$ cat src/rtl/ycbcr2rgb.sv
// ycbcr2rgb: free-running 4-stage YCbCr (8:8:8, full range) to RGB888 converter.
// Coefficients are scaled by 256: R = Y + 1.402cr, G = Y - 0.344cb - 0.714cr,
// B = Y + 1.772cb. Results are clamped to 0..255. Pixels that needed clamping
// are counted per frame. The count is published on each rising edge of the
// delayed vsync.
//
// Handshake: there is no flow control. ycbcr_clken/ycbcr_valid are plain
// sideband bits. The pipeline advances on every clock. Each sideband bit
// emerges exactly 4 cycles later, aligned with the data it came in with.
module ycbcr2rgb #(
  parameter int ROUND_EN   = 1,
  parameter int ZERO_BLANK = 1
) (
  input  logic        clk,
  input  logic        rst_n,
  input  logic        ycbcr_vsync,
  input  logic        ycbcr_clken,
  input  logic        ycbcr_valid,
  input  logic [23:0] ycbcr_data,
  output logic        rgb_vsync,
  output logic        rgb_clken,
  output logic        rgb_valid,
  output logic [23:0] rgb_data,
  output logic [15:0] sat_count
);

  localparam logic signed [18:0] RND    = (ROUND_EN != 0) ? 19'sd128 : 19'sd0;
  localparam logic signed [18:0] C_RCR  = 19'sd359;
  localparam logic signed [18:0] C_GCB  = 19'sd88;
  localparam logic signed [18:0] C_GCR  = 19'sd183;
  localparam logic signed [18:0] C_BCB  = 19'sd454;

  // Sign-extend a centred 9-bit chroma value to the 19-bit datapath width.
  function automatic logic signed [18:0] sx(input logic signed [8:0] v);
    sx = {{10{v[8]}}, v};
  endfunction

  // Clamp an already-shifted channel value. Returns {clamped_flag, byte}.
  function automatic logic [8:0] clamp8(input logic signed [18:0] v);
    if (v[18])
      clamp8 = {1'b1, 8'd0};
    else if (v[17:8] != 10'd0)
      clamp8 = {1'b1, 8'hFF};
    else
      clamp8 = {1'b0, v[7:0]};
  endfunction

  logic [7:0] y_in, cb_in, cr_in;
  assign y_in  = ycbcr_data[23:16];
  assign cb_in = ycbcr_data[15:8];
  assign cr_in = ycbcr_data[7:0];

  // Stage registers
  logic signed [18:0] s1_y;
  logic signed [8:0]  s1_cb, s1_cr;
  logic signed [18:0] s2_y, s2_rcr, s2_gcb, s2_gcr, s2_bcb;
  logic signed [18:0] s3_r, s3_g, s3_b;
  logic [23:0]        s4_data;
  logic               s4_clamp;

  // Sideband delay lines; bit 3 is the output/S4-aligned tap
  logic [3:0] vsync_sr, clken_sr, valid_sr;

  // S1: scale luma and centre chroma around zero
  always_ff @(posedge clk or negedge rst_n) begin
    if (!rst_n) begin
      s1_y  <= '0;
      s1_cb <= '0;
      s1_cr <= '0;
    end else begin
      s1_y  <= signed'({3'b000, y_in, 8'h00});
      s1_cb <= signed'({1'b0, cb_in}) - 9'sd128;
      s1_cr <= signed'({1'b0, cr_in}) - 9'sd128;
    end
  end

  // S2: the four chroma products, with luma carried alongside
  always_ff @(posedge clk or negedge rst_n) begin
    if (!rst_n) begin
      s2_y   <= '0;
      s2_rcr <= '0;
      s2_gcb <= '0;
      s2_gcr <= '0;
      s2_bcb <= '0;
    end else begin
      s2_y   <= s1_y;
      s2_rcr <= sx(s1_cr) * C_RCR;
      s2_gcb <= sx(s1_cb) * C_GCB;
      s2_gcr <= sx(s1_cr) * C_GCR;
      s2_bcb <= sx(s1_cb) * C_BCB;
    end
  end

  // S3: per-channel sums including the rounding constant
  always_ff @(posedge clk or negedge rst_n) begin
    if (!rst_n) begin
      s3_r <= '0;
      s3_g <= '0;
      s3_b <= '0;
    end else begin
      s3_r <= s2_y + s2_rcr + RND;
      s3_g <= s2_y - s2_gcb - s2_gcr + RND;
      s3_b <= s2_y + s2_bcb + RND;
    end
  end

  logic signed [18:0] sh_r, sh_g, sh_b;
  logic [8:0]         cl_r, cl_g, cl_b;
  assign sh_r = s3_r >>> 8;
  assign sh_g = s3_g >>> 8;
  assign sh_b = s3_b >>> 8;
  assign cl_r = clamp8(sh_r);
  assign cl_g = clamp8(sh_g);
  assign cl_b = clamp8(sh_b);

  // S4: clamp to 8 bits and note whether any channel saturated
  always_ff @(posedge clk or negedge rst_n) begin
    if (!rst_n) begin
      s4_data  <= '0;
      s4_clamp <= 1'b0;
    end else begin
      s4_data  <= {cl_r[7:0], cl_g[7:0], cl_b[7:0]};
      s4_clamp <= cl_r[8] | cl_g[8] | cl_b[8];
    end
  end

  // Sideband shift registers, 4 deep to match the datapath
  always_ff @(posedge clk or negedge rst_n) begin
    if (!rst_n) begin
      vsync_sr <= '0;
      clken_sr <= '0;
      valid_sr <= '0;
    end else begin
      vsync_sr <= {vsync_sr[2:0], ycbcr_vsync};
      clken_sr <= {clken_sr[2:0], ycbcr_clken};
      valid_sr <= {valid_sr[2:0], ycbcr_valid};
    end
  end

  assign rgb_vsync = vsync_sr[3];
  assign rgb_clken = clken_sr[3];
  assign rgb_valid = valid_sr[3];
  assign rgb_data  = ((ZERO_BLANK != 0) && !rgb_clken) ? 24'd0 : s4_data;

  logic        vs_prev;
  logic [15:0] acc;
  logic        vs_rise, count_pix;
  assign vs_rise   = vsync_sr[3] & ~vs_prev;
  assign count_pix = valid_sr[3] & s4_clamp;

  // Per-frame clamp accumulator. On a frame boundary the count is published
  // and a pixel counted on that same cycle opens the new frame.
  always_ff @(posedge clk or negedge rst_n) begin
    if (!rst_n) begin
      vs_prev   <= 1'b0;
      acc       <= '0;
      sat_count <= '0;
    end else begin
      vs_prev <= vsync_sr[3];
      if (vs_rise) begin
        sat_count <= acc;
        acc       <= count_pix ? 16'd1 : 16'd0;
      end else if (count_pix && (acc != 16'hFFFF)) begin
        acc <= acc + 16'd1;
      end
    end
  end

endmodule
$ cat config.mk
export PLATFORM = sky130hd
export DESIGN_NAME = ycbcr2rgb
export DESIGN_NICKNAME = d
export VERILOG_FILES = /design/src/rtl/ycbcr2rgb.sv
export SDC_FILE = /design/constraint.sdc
export NUM_CORES = 1
export LEC_CHECK = 0
export ABC_CLOCK_PERIOD_IN_PS = 7900
export CAP_MARGIN = 20
export CORE_MARGIN = 4
export CORE_UTILIZATION = 60
export DETAILED_ROUTE_END_ITERATION = 12
export DONT_BUFFER_PORTS = 1
export PLACE_DENSITY_LB_ADDON = 0.25
export REMOVE_ABC_BUFFERS = 1
export SLEW_MARGIN = 0
export SYNTH_ARGS = -nofsm -noshare
export SYNTH_HDL_FRONTEND = slang
export SYNTH_SLANG_ARGS = --single-unit
$ cat constraint.sdc
create_clock -name clk -period 7.9 [get_ports clk]
set_input_delay 0.79 -clock clk [delete_from_list [all_inputs] [get_ports clk]]
set_output_delay 0.79 -clock clk [all_outputs]
set_load 0.05 [all_outputs]
### After elaboration in Yosys (flattened, before gate mapping)

Cells that the tools add are included.

* register bits after elaboration: 232
* bits in latches: 0
* RAM bits: 0
* ROM bits: 0
* bits of input ports: 29
* output and inout port bits: 43
* word-level logic and storage cells: 54
* memories kept: 0

* add/sub/neg operators: 10
* $mul: 4
* div/mod/pow operators: 0
* magnitude comparators: 0
* equality and inequality tests: 1
* shift-type cells: 0
* multiplexer cells: 10
* bitwise gates (word level): 5
* reduce and logical (&&, ||, !) cells: 5

Operators with widths (count)
* $add 19x9->19 const B: 3
* $mux 9: 6
* $add 17x19->19: 2
* $mul 9x9->18 const B: 2
* $mux 16: 2
* $reduce_bool 10->1: 3
* $mux 24: 1
* $mul 9x10->19 const B: 1
* $sub 17x19->19: 1
* $sub 19x18->19: 1
* $sub 8x8->9 const B: 2
* $add 16x1->16 const B: 1
* $ne 16x16->1 const B: 1
* $mul 9x5->14 const B: 1
* $and 1x1->1: 2
* $or 1x1->1: 2
* $reduce_bool 2->1: 1
* $logic_and 1x1->1: 1
* $mux 1: 1
* $not 1->1: 1

### Logic depth before layout (Yosys ltp)

Gate-level depths: netlist of the first run.

* depth in word-level cells: 5
* mapped depth: 17

### Worst setup path after synthesis of the first run

OpenSTA, ideal clock, no wires.

* path type: reg2reg
* start point: register s1_cr[7]
* end point: register s2_gcr[16]
* arrival time: 4.508 ns
* required time: 7.775 ns
* slack: 3.267 ns
* stages on the path, launching flop included: 17
* period minus slack after synthesis: 4.633 ns
* cell sequence: dfrtp_1 > buf_2 > inv_1 > ha_1 > xnor2_1 > fa_1 > fa_1 > fa_1 > inv_1 > ha_1 > nand2_1 > o21ai_0 > o31ai_1 > a2111oi_2 > o21a_1 > o21ai_0 > xnor2_1

* word-level cells in the longest chain between the ends: 1

Ends and longest elaborated chain
* from (decl): line 55 `logic signed [8:0] s1_cb, s1_cr;`
* from (signal assigned): line 73 `s1_cr <= signed'({1'b0, cr_in}) - 9'sd128;`
* $mul 9x9->18: line 89 `s2_gcr <= sx(s1_cr) * C_GCR;`
* to (signal assigned): line 89
* to (decl): line 56 `logic signed [18:0] s2_y, s2_rcr, s2_gcb, s2_gcr, s2_bcb;`

No other way between the ends.
A chain may end at the register's enable or synchronous reset.

### Worst setup path in the final report of the first run

Ends and elaborated chain as after synthesis.

==> impl_metrics.toml, run 1 <==
[status]
status = "finished, final reports clean"

[detailed_routing]
wl_um = 21800
ant_nets = 0
drc_errors = 0
via_per_inst = 5.23
drtPass1Iterations = 5
routedWlPerCell_um = 14.8
drt_iter0_markers = 334
via_count = 7715

[placement]
gp_congestion = 0.841
dp_slack_ps = 2680
dp_hpwl_um = 16900
dp.cells = 1443
io_buffers = 0

[die]
core_area_mm2 = 0.0204
ios = 72
die_x_um = 152
design.die.area_mm2 = 0.0232
start_util = 0.614
fp-row-count = 52
die_h_um = 152

[cells_and_area]
multi_input_area_mm2 = 0.00693
area_growth_pct = 7.32
layout_common_cells = "inv_1, dfrtp_1, ha_1, nor2_1, nand2_1"
final_common_cell = "inv_1"
n_fill_cell = 1595
seqCellArea_mm2 = 0.00478
n_antenna_cell = 0
fin_cells = 1475
final_nets = 1472
drive_gt1_frac = 0.0481

[critical_path]
r2r-end = "s2_gcr[16]"
cp_max_fo = 19
crit_required_ps = 8180
r2r_cells = 15
worstSetupPathType = "flop to flop"
reg2reg_from = "s1_cr[7]"
arrival_ps = 5540
critPathCaptureType = "flop"
r2r_slack_ps = 2640
start_kind = "flop"

[yosys]
synth_compound_area_frac = 0.0832
syn_area_per_cell_um2 = 10.5
synth_edf_count = 0
synth_top_family_by_area = "adder cells"
ys_seq_area_frac = 0.382
mappedNetlistArea_mm2 = 0.0125
synth_top_flop_cell = "dfrtp_1"
synth.area.mux_share = 0.00320
synth_xor_area_frac = 0.0652
synthDistinctLibCells = 61
synth-simple-area-share = 0.109
async_reset_ff_frac = 1.00
ys_ff_latch = 191
synthAdderAreaFrac = 0.293
syn_inst = 1188
yosys_warnings = 0

[clocking]
hold_buffers = 0
clk_pin_slew_ps = 80
numCtsBuffers = 17
clkSinkCount = 191
post-cts-setup-buffer-count = 0
cts_tree = "done"
ctsResizeCount = 0
cts_root_buf = "clkbuf_16"
clock_latency_ps = 440
clock_path_buffers = 2
cts_max_level = 4

[pwr]
ir_drop_v = 0.000225
p_switching_mw = 1.89
power.density_mw_per_mm2 = 344
seqPwrFrac = 0.312
power.leakage_nw = 6.81
comb_power_share = 0.496
swShare = 0.411
internal_power_mw = 2.72
clockPowerShare = 0.193

[timing]
slew_headroom = 0.423
setup_viol = 0
hold_viol = 0
slew_viol_final = 0
setup_slack_ps = 2640
setup_tns_ps = 0
finalCritPeriodShare = 0.666
period_minus_slack_ps = 5260
rsz0062_at_grt = "false"
max_freq_mhz = 190
worstMarginPinSlew_ps = 866
skew_ps = 16.3

[worst_hold_path]
min_path_type = "primary input to asynchronous set/reset pin"

[job]
cap_violations = 0

[global_route]
track_usage = 0.200
grt_max_degree = 192
grt_pass1_wl_um = 38100
antenna_found_initial = 0
grt_pass1_vias = 7970
overflow = 0
[final cells by class]
cell class	instances	share of cell area
Inverter	196	0.0548
Multi-Input combinational cell	785	0.516
Sequential cell	191	0.356
Tap cell	270	0.0252
Timing Repair Buffer	1	0.000560
Clock buffer	18	0.0327
Clock inverter	14	0.0143
[worst max path at each step]
stage | depth (start not counted) | endpoint | from
floorplan | 15 | s2_gcr[16] | s1_cr[7]
global placement | 15 | s2_gcr[16] | s1_cr[7]
detailed placement | 15 | s2_gcr[16] | s1_cr[7]
CTS | 15 | s2_gcr[16] | s1_cr[7]
global route | 14 | s2_gcr[17] | s1_cr[7]
finish | 15 | s2_gcr[16] | s1_cr[7]
[state kept, by name, indices dropped and copies added (netlist names)]
register and cells:
s3_g 11, s3_b 11, s3_r 11, s1_cr 8, s2_y 8, sat_count 16, s4_clamp 1, s2_rcr 12
vs_prev 1, s1_y 8, valid_sr 4, s1_cb 8, s2_gcr 18, s2_gcb 11, acc 16, clken_sr 4
vsync_sr 4, s2_bcb 15, s4_data 24
[logic make-up (layout without fill, tap and decap cells)]
logic type | after synthesis | in the layout
simple gates | 290 | 290
fa+ha+maj | 251 | 251
buf+inv | 212 | 229
flops | 191 | 191
compound gates | 147 | 147
xor+xnor | 93 | 93
mux | 4 | 4
[critical path, cell delays in order (launching register included)]
cell and delay, ps:
dfrtp_1 870, inv_1 320, ha_1 560, xnor2_1 140, fa_1 550, fa_1 440
fa_1 540, inv_1 40, ha_1 340, nand2_1 60, o21ai_0 260, o31ai_1 170
a2111oi_2 370, o21a_1 180, o21ai_0 90, xnor2_1 160
[stage by stage]
| stage | utilization | hold slack (ps) | power [mW] | cell area, µm² |
|---|---|---|---|---|
| 2_1_floorplan | - | 331 | 3.26 | 12400 |
| 3_3_place_gp | 0.628 | 333 | 3.65 | 12800 |
| 3_5_place_dp | 0.628 | 335 | 3.72 | 12800 |
| 4_1_cts | 0.659 | 26.1 | 4.64 | 13400 |
| 5_1_grt | 0.659 | 13.0 | 5.03 | 13400 |
| 6_report | 0.659 | 30.9 | 4.61 | 13400 |
[cells in the mapped netlist (4+ instances only)]
| cell type | instances | share of area |
|---|---|---|
| nand4_1 | 8 | 0.0040 |
| o21bai_1 | 7 | 0.0042 |
| a21oi_1 | 39 | 0.016 |
| ha_1 | 181 | 0.18 |
| nor2_1 | 111 | 0.033 |
| nand2_1 | 75 | 0.023 |
| dfrtp_1 | 191 | 0.38 |
| a21o_1 | 16 | 0.0096 |
| a21oi_2 | 4 | 0.0028 |
| nand3_1 | 8 | 0.0032 |
| and3_1 | 5 | 0.0025 |
| xnor2_1 | 66 | 0.046 |
| and2_1 | 26 | 0.013 |
| a31oi_1 | 4 | 0.0020 |
| o21ai_0 | 31 | 0.012 |
| mux2i_1 | 4 | 0.0032 |
| fa_1 | 70 | 0.11 |
| or3_1 | 4 | 0.0020 |
| nor2b_1 | 9 | 0.0045 |
| clkbuf_1 | 13 | 0.0039 |
| inv_1 | 195 | 0.059 |
| xor2_1 | 27 | 0.019 |
| or2_2 | 4 | 0.0020 |
| o21a_1 | 13 | 0.0078 |
| nand2b_1 | 12 | 0.0060 |
| nor3_1 | 12 | 0.0048 |
[metal layers]
layer / GRT usage / part of all wire / up-vias
met5: 0 / 0 / -
met4: 0.0479 / 0.011 / 0
met3: 0.0369 / 0.034 / 23
met2: 0.339 / 0.49 / 119
met1: 0.271 / 0.46 / 3737
li1: - / - / 3836
[power by group through the flow]
stage	Sequential (mW)	Combinational, mW	Clock, mW
2_1_floorplan	1.41	1.85	0
3_3_place_gp	1.45	2.20	0
3_5_place_dp	1.46	2.27	0
4_1_cts	1.44	2.29	0.909
5_1_grt	1.47	2.60	0.959
6_report	1.44	2.29	0.890
(Power assumes the default switching activity.)
==> inputs of run 2 (changes only) <==
ABC_AREA = 1   (was unset)
ABC_CLOCK_PERIOD_IN_PS = 5300   (was 7900)
clock period = 5.3 ns   (was 7.9 ns; I/O delays follow)
==> impl_metrics.toml, run 2 <==
[pwr]
power.total_mw = 7.46
seqPwrFrac = 0.288
comb_power_share = 0.548
p_switching_mw = 3.49
ir_drop_v = 0.000319
power.density_mw_per_mm2 = 509
swShare = 0.467
internal_power_mw = 3.98
clockPowerShare = 0.164
power.leakage_nw = 8.23

[detailed_routing]
routed.top_layer = "met4"
drtPass1Iterations = 5
met1_length_um = 13500
ant_nets = 0
routedWlPerCell_um = 14.6
dr_wl_met2_um = 13300
wl_met3_um = 963
drc_errors = 0
via_per_inst = 5.18
via_count = 9950
drt_iter0_markers = 637
wl_um = 28100

[global_route]
grt_pass1_vias = 10100
overflow = 0
grt_max_degree = 192
grt_pass1_wl_um = 48900
antenna_found_initial = 0
track_usage = 0.234

[yosys]
synth_edf_count = 0
ys_ff_latch = 191
ys_seq_area_frac = 0.347
mappedNetlistArea_mm2 = 0.0138
synth_top_area_frac = 0.347
yosys-top-cells-area = "dfrtp_1, ha_1, fa_1"
synth.top_cells.by_count = "nand2_1, inv_1, dfrtp_1"
synthAdderAreaFrac = 0.266
yosys_warnings = 0
synth_top_area_cell = "dfrtp_1"
yosysMostFrequentCell = "nand2_1"
synth_xor_area_frac = 0.0387
synth_top_family_by_area = "adder cells"
async_reset_ff_frac = 1.00
synth_top_flop_cell = "dfrtp_1"
synth_compound_area_frac = 0.0678
syn_inst = 1617
synth.area.mux_share = 0
synthDistinctLibCells = 33
synth-simple-area-share = 0.181
syn_area_per_cell_um2 = 8.53

[cells_and_area]
final_nets = 1905
fin_util = 0.648
n_antenna_cell = 0
regMostFlops = "s4_data"
largest_register_ffs = 24
drive_gt1_frac = 0.0367
reg_top3 = "s4_data x24, s2_gcr x18"
area_growth_pct = 6.38
final_common_cell = "nand2_1"
layout_common_cells = "nand2_1, inv_1, dfrtp_1, ha_1, a21oi_1"

[die]
fp-row-count = 55
design.die.area_mm2 = 0.0255
start_util = 0.609
ios = 72
core_area_mm2 = 0.0226
die_x_um = 160
die_h_um = 160

[clocking]
clk_pin_slew_ps = 80
clock_latency_ps = 440
clkSinkCount = 191
numCtsBuffers = 17
ctsResizeCount = 0
cts_tree = "done"
cts_root_buf = "clkbuf_16"
cts_max_level = 4
clock_path_buffers = 2

[critical_path]
worstSetupPathType = "flop to flop"
reg2reg_from = "s1_cr[7]"
r2r-end = "s2_rcr[18]"
cp_max_fo = 8
start_kind = "flop"
r2r_cells = 12
r2r_slack_ps = 870
critPathCaptureType = "flop"
arrival_ps = 4750
crit_required_ps = 5610

[timing]
setup_tns_ps = 0
slew_headroom = 0.389
setup_slack_ps = 867
finalCritPeriodShare = 0.836
setup_viol = 0
hold_viol = 0
period_minus_slack_ps = 4430
slew_viol_final = 0
max_freq_mhz = 226
rsz0062_at_grt = "false"
skew_ps = 21.1
worstMarginPinSlew_ps = 916

[placement]
io_buffers = 0
dp_slack_ps = 874
gp_congestion = 0.883
dp_hpwl_um = 22500

[worst_hold_path]
min_path_type = "primary input to flop"
holdPathStages = 0
hold_end = "valid_sr[0]"
hp-start = "ycbcr_valid"

[status]
status = "finished, final reports clean"

[job]
cap_violations = 0
==> run 2: cell count changes after synthesis, sizes merged, moves of 22 or more <==
cell	before	now
a21oi	43	87
and2	26	4
inv	195	347
nand2	75	370
nand3	8	83
nor2	111	79
o21ai	33	56
xnor2	66	17
==> run 2: what timing repair did <==
action                    CTS  global route
hold buffers                1             0
hold endpoints to repair  191             0
setup buffers               0             0
==> run 2: through the flow <==
stage,cell area [µm²],hold slack [ps],std cells
after floorplan,13700,234,1603
after global placement,14100,239,1890
after detailed placement,14100,239,1890
after CTS,14700,97.1,1921
after global routing,14700,90.6,1921
final,14700,108,1921
==> run 2: kinds of logic after synthesis <==
group | count (synthesis)
buf+inv | 361
flops | 191
simple gates | 585
xor+xnor | 61
compound gates | 168
fa+ha+maj | 251
==> run 2: cell type report <==
cell class                 count  area (µm²)
clock inverter                12         119
inverter                     347        1300
fill                        1910        7970
timing repair buffer           3        42.5
multi-input combinational   1065        7630
tap                          285         357
sequential                   191        4780
clock buffer                  18         439
==> run 2: power groups by stage <==
stage / clock network, mW / logic, mW / registers [mW]
3_5_place_dp: 0 / 4.04 / 2.18
4_1_cts: 1.26 / 4.11 / 2.15
3_3_place_gp: 0 / 3.96 / 2.17
6_report: 1.22 / 4.09 / 2.15
2_1_floorplan: 0 / 3.14 / 2.09
5_1_grt: 1.32 / 4.72 / 2.19
==> run 2: how the worst max path moves through the flow <==
stage / to / cells after the start / slack (ps) / startpoint
final: s2_rcr[18] / 12 / 870 / s1_cr[7]
after floorplan: s2_rcr[18] / 12 / 1060 / s1_cr[7]
after detailed placement: s2_rcr[18] / 13 / 870 / s1_cr[1]
after CTS: s2_rcr[18] / 13 / 850 / s1_cr[1]
after global routing: s2_rcr[18] / 14 / 580 / s1_cr[1]
after global placement: s2_rcr[18] / 13 / 1010 / s1_cr[7]
==> run 2: metal layers <==
| metal | track usage | vias up |
|---|---|---|
| li1 | - | 5056 |
| met3 | 0.0351 | 31 |
| met2 | 0.384 | 200 |
| met5 | 0 | - |
| met1 | 0.332 | 4663 |
| met4 | 0.0544 | 0 |
==> run 2: worst max-delay path, stage by stage, from the launching register on <==
cell and delay, ps:
dfrtp_1 570, inv_1 280, ha_1 480, ha_1 250, fa_1 490, fa_1 570
fa_1 430, ha_1 400, nand4_1 110, o21ai_0 450, nand2_1 140, nand3_1 100
nand2_1 50
==> inputs of run 3 (changes only) <==
ABC_CLOCK_PERIOD_IN_PS = 3700   (was 5300)
CORE_UTILIZATION = 59   (was 60)
clock period = 3.7 ns   (was 5.3 ns; I/O delays follow)
==> impl_metrics.toml, run 3 (synthesis results as in run 2) <==
[timing]
rsz0062_at_grt = "true"
slew_headroom = 0.499
period_minus_slack_ps = 3620
slew_viol_final = 0
skew_ps = 20.6
whs_ps = -386
setup_viol = 0
worstMarginPinSlew_ps = 751
finalCritPeriodShare = 0.977
hold_viol = 191
max_freq_mhz = 277

[global_route]
track_usage = 0.238
grt_max_degree = 192
overflow = 0
grt_pass1_vias = 10300
grt_pass1_wl_um = 49900
antenna_found_initial = 0

[clocking]
hold_buffers = 27
cts_max_level = 4
clock_path_buffers = 2
cts_root_buf = "clkbuf_16"
clkSinkCount = 191
clock_latency_ps = 450
cts_tree = "done"
numCtsBuffers = 17
clk_pin_slew_ps = 80

[die]
start_util = 0.604
core_area_mm2 = 0.0228
fp-row-count = 55
design.die.area_mm2 = 0.0259
die_x_um = 161
ios = 72
die_h_um = 161

[cells_and_area]
fin_cells = 2032
fin_util = 0.698
drive_gt1_frac = 0.124
layout_common_cells = "nand2_1, inv_1, dfrtp_1, ha_1, nand3_1"
n_fill_cell = 1713
regMostFlops = "s4_data"
final_area_mm2 = 0.0159
seqCellArea_mm2 = 0.00478
final_common_cell = "nand2_1"
final_nets = 1986
multi_input_area_mm2 = 0.00816
largest_register_ffs = 24
n_antenna_cell = 0
area_growth_pct = 15.6
reg_top3 = "s4_data x24, s2_gcr x18"

[pwr]
power.density_mw_per_mm2 = 734
power.leakage_nw = 8.63
ir_drop_v = 0.000365
power.total_mw = 11.7

[placement]
placed_area_mm2 = 0.0145
io_buffers = 0
gp_congestion = 0.983
dp.cells = 1970
dp_hpwl_um = 23400

[detailed_routing]
drt_iter0_markers = 777
ant_nets = 0
routedWlPerCell_um = 15.2
wl_um = 30900
via_count = 10600
drc_errors = 0
drtPass1Iterations = 5
via_per_inst = 5.22

[critical_path]
cp_max_fo = 4
reg2reg_from = "s1_cr[1]"
r2r_slack_ps = 80
arrival_ps = 3950
r2r_cells = 17
crit_required_ps = 4030
critPathCaptureType = "flop"
r2r-end = "s2_rcr[13]"
worstSetupPathType = "flop to flop"
start_kind = "flop"

[status]
violations = "negative hold slack"
status = "complete, but fails checks"

[worst_hold_path]
min_path_type = "primary input to asynchronous set/reset pin"

[job]
cap_violations = 0
[run 3: cell types whose count changed in the layout (fill, tap and decap cells not counted), sizes merged]
| cell | delta |
|---|---|
| buf | +54 |
| clkinv | +5 |
| inv | -3 |
| dlygate4sd3 | +27 |
[run 3: report_power, final]
part	internal, mW	switching (mW)	leakage [nW]
Combinational	2.67	4.15	6.05
Clock	0.909	0.914	0.288
Sequential	2.73	0.323	2.30
Total	6.31	5.39	8.63
[run 3: worst max-delay path, stage by stage, from the launching register on]
cell,delay [ps]
dfrtp_2,440
inv_2,80
ha_4,200
fa_1,450
fa_2,540
inv_2,40
fa_2,340
fa_2,570
ha_4,230
buf_4,140
nand2_2,60
inv_1,40
nand2_1,60
nand2_2,70
nand2_1,90
nand2_1,60
nand2_1,50
nand2_1,40
[run 3: metrics by stage]
step	hold slack, ps	setup slack (ps)	TNS [ps]
detailed placement	80.8	-163	-1190
global placement	80.3	-118	-313
CTS	-398	4.96	0
floorplan	74.4	-535	-7770
global route	-411	-104	-713
finish	-386	84.2	0
[run 3: worst max path at each step]
stage | start | to | slack (ps) | cells past startpoint
detailed placement | s1_cr[1] | s2_rcr[10] | -160 | 15
floorplan | s1_cr[7] | s2_rcr[18] | -540 | 12
finish | s1_cr[1] | s2_rcr[13] | 80 | 17
global placement | s1_cr[1] | s2_rcr[10] | -120 | 15
global route | s1_cr[5] | s2_gcr[17] | -100 | 20
CTS | s1_cr[5] | s2_rcr[8] | 5 | 15
[run 3: cell type report]
class                   instances  share of cell area
clock buffers                  18              0.0269
clock inverters                14              0.0107
inverters                     347              0.0817
multi-input cells            1065               0.511
flip-flops and latches        191               0.300
well taps                     313              0.0246
repair buffers                 84              0.0450
[run 3: repair_timing]
item | 4_1_cts | 5_1_grt
setup buffers | 2 | 3
endpoints found under the setup margin | 15 | 26
hold endpoints to repair | 218 | 191
resized for setup | 17 | 100
pin swaps | 8 | 34
[run 3: metal layers]
| metal | share of wire | track usage | vias up |
|---|---|---|---|
| li1 | - | - | 5221 |
| met1 | 0.44 | 0.314 | 4999 |
| met2 | 0.50 | 0.412 | 320 |
| met3 | 0.043 | 0.0354 | 61 |
| met4 | 0.025 | 0.0648 | 0 |
| met5 | 0 | 0 | - |
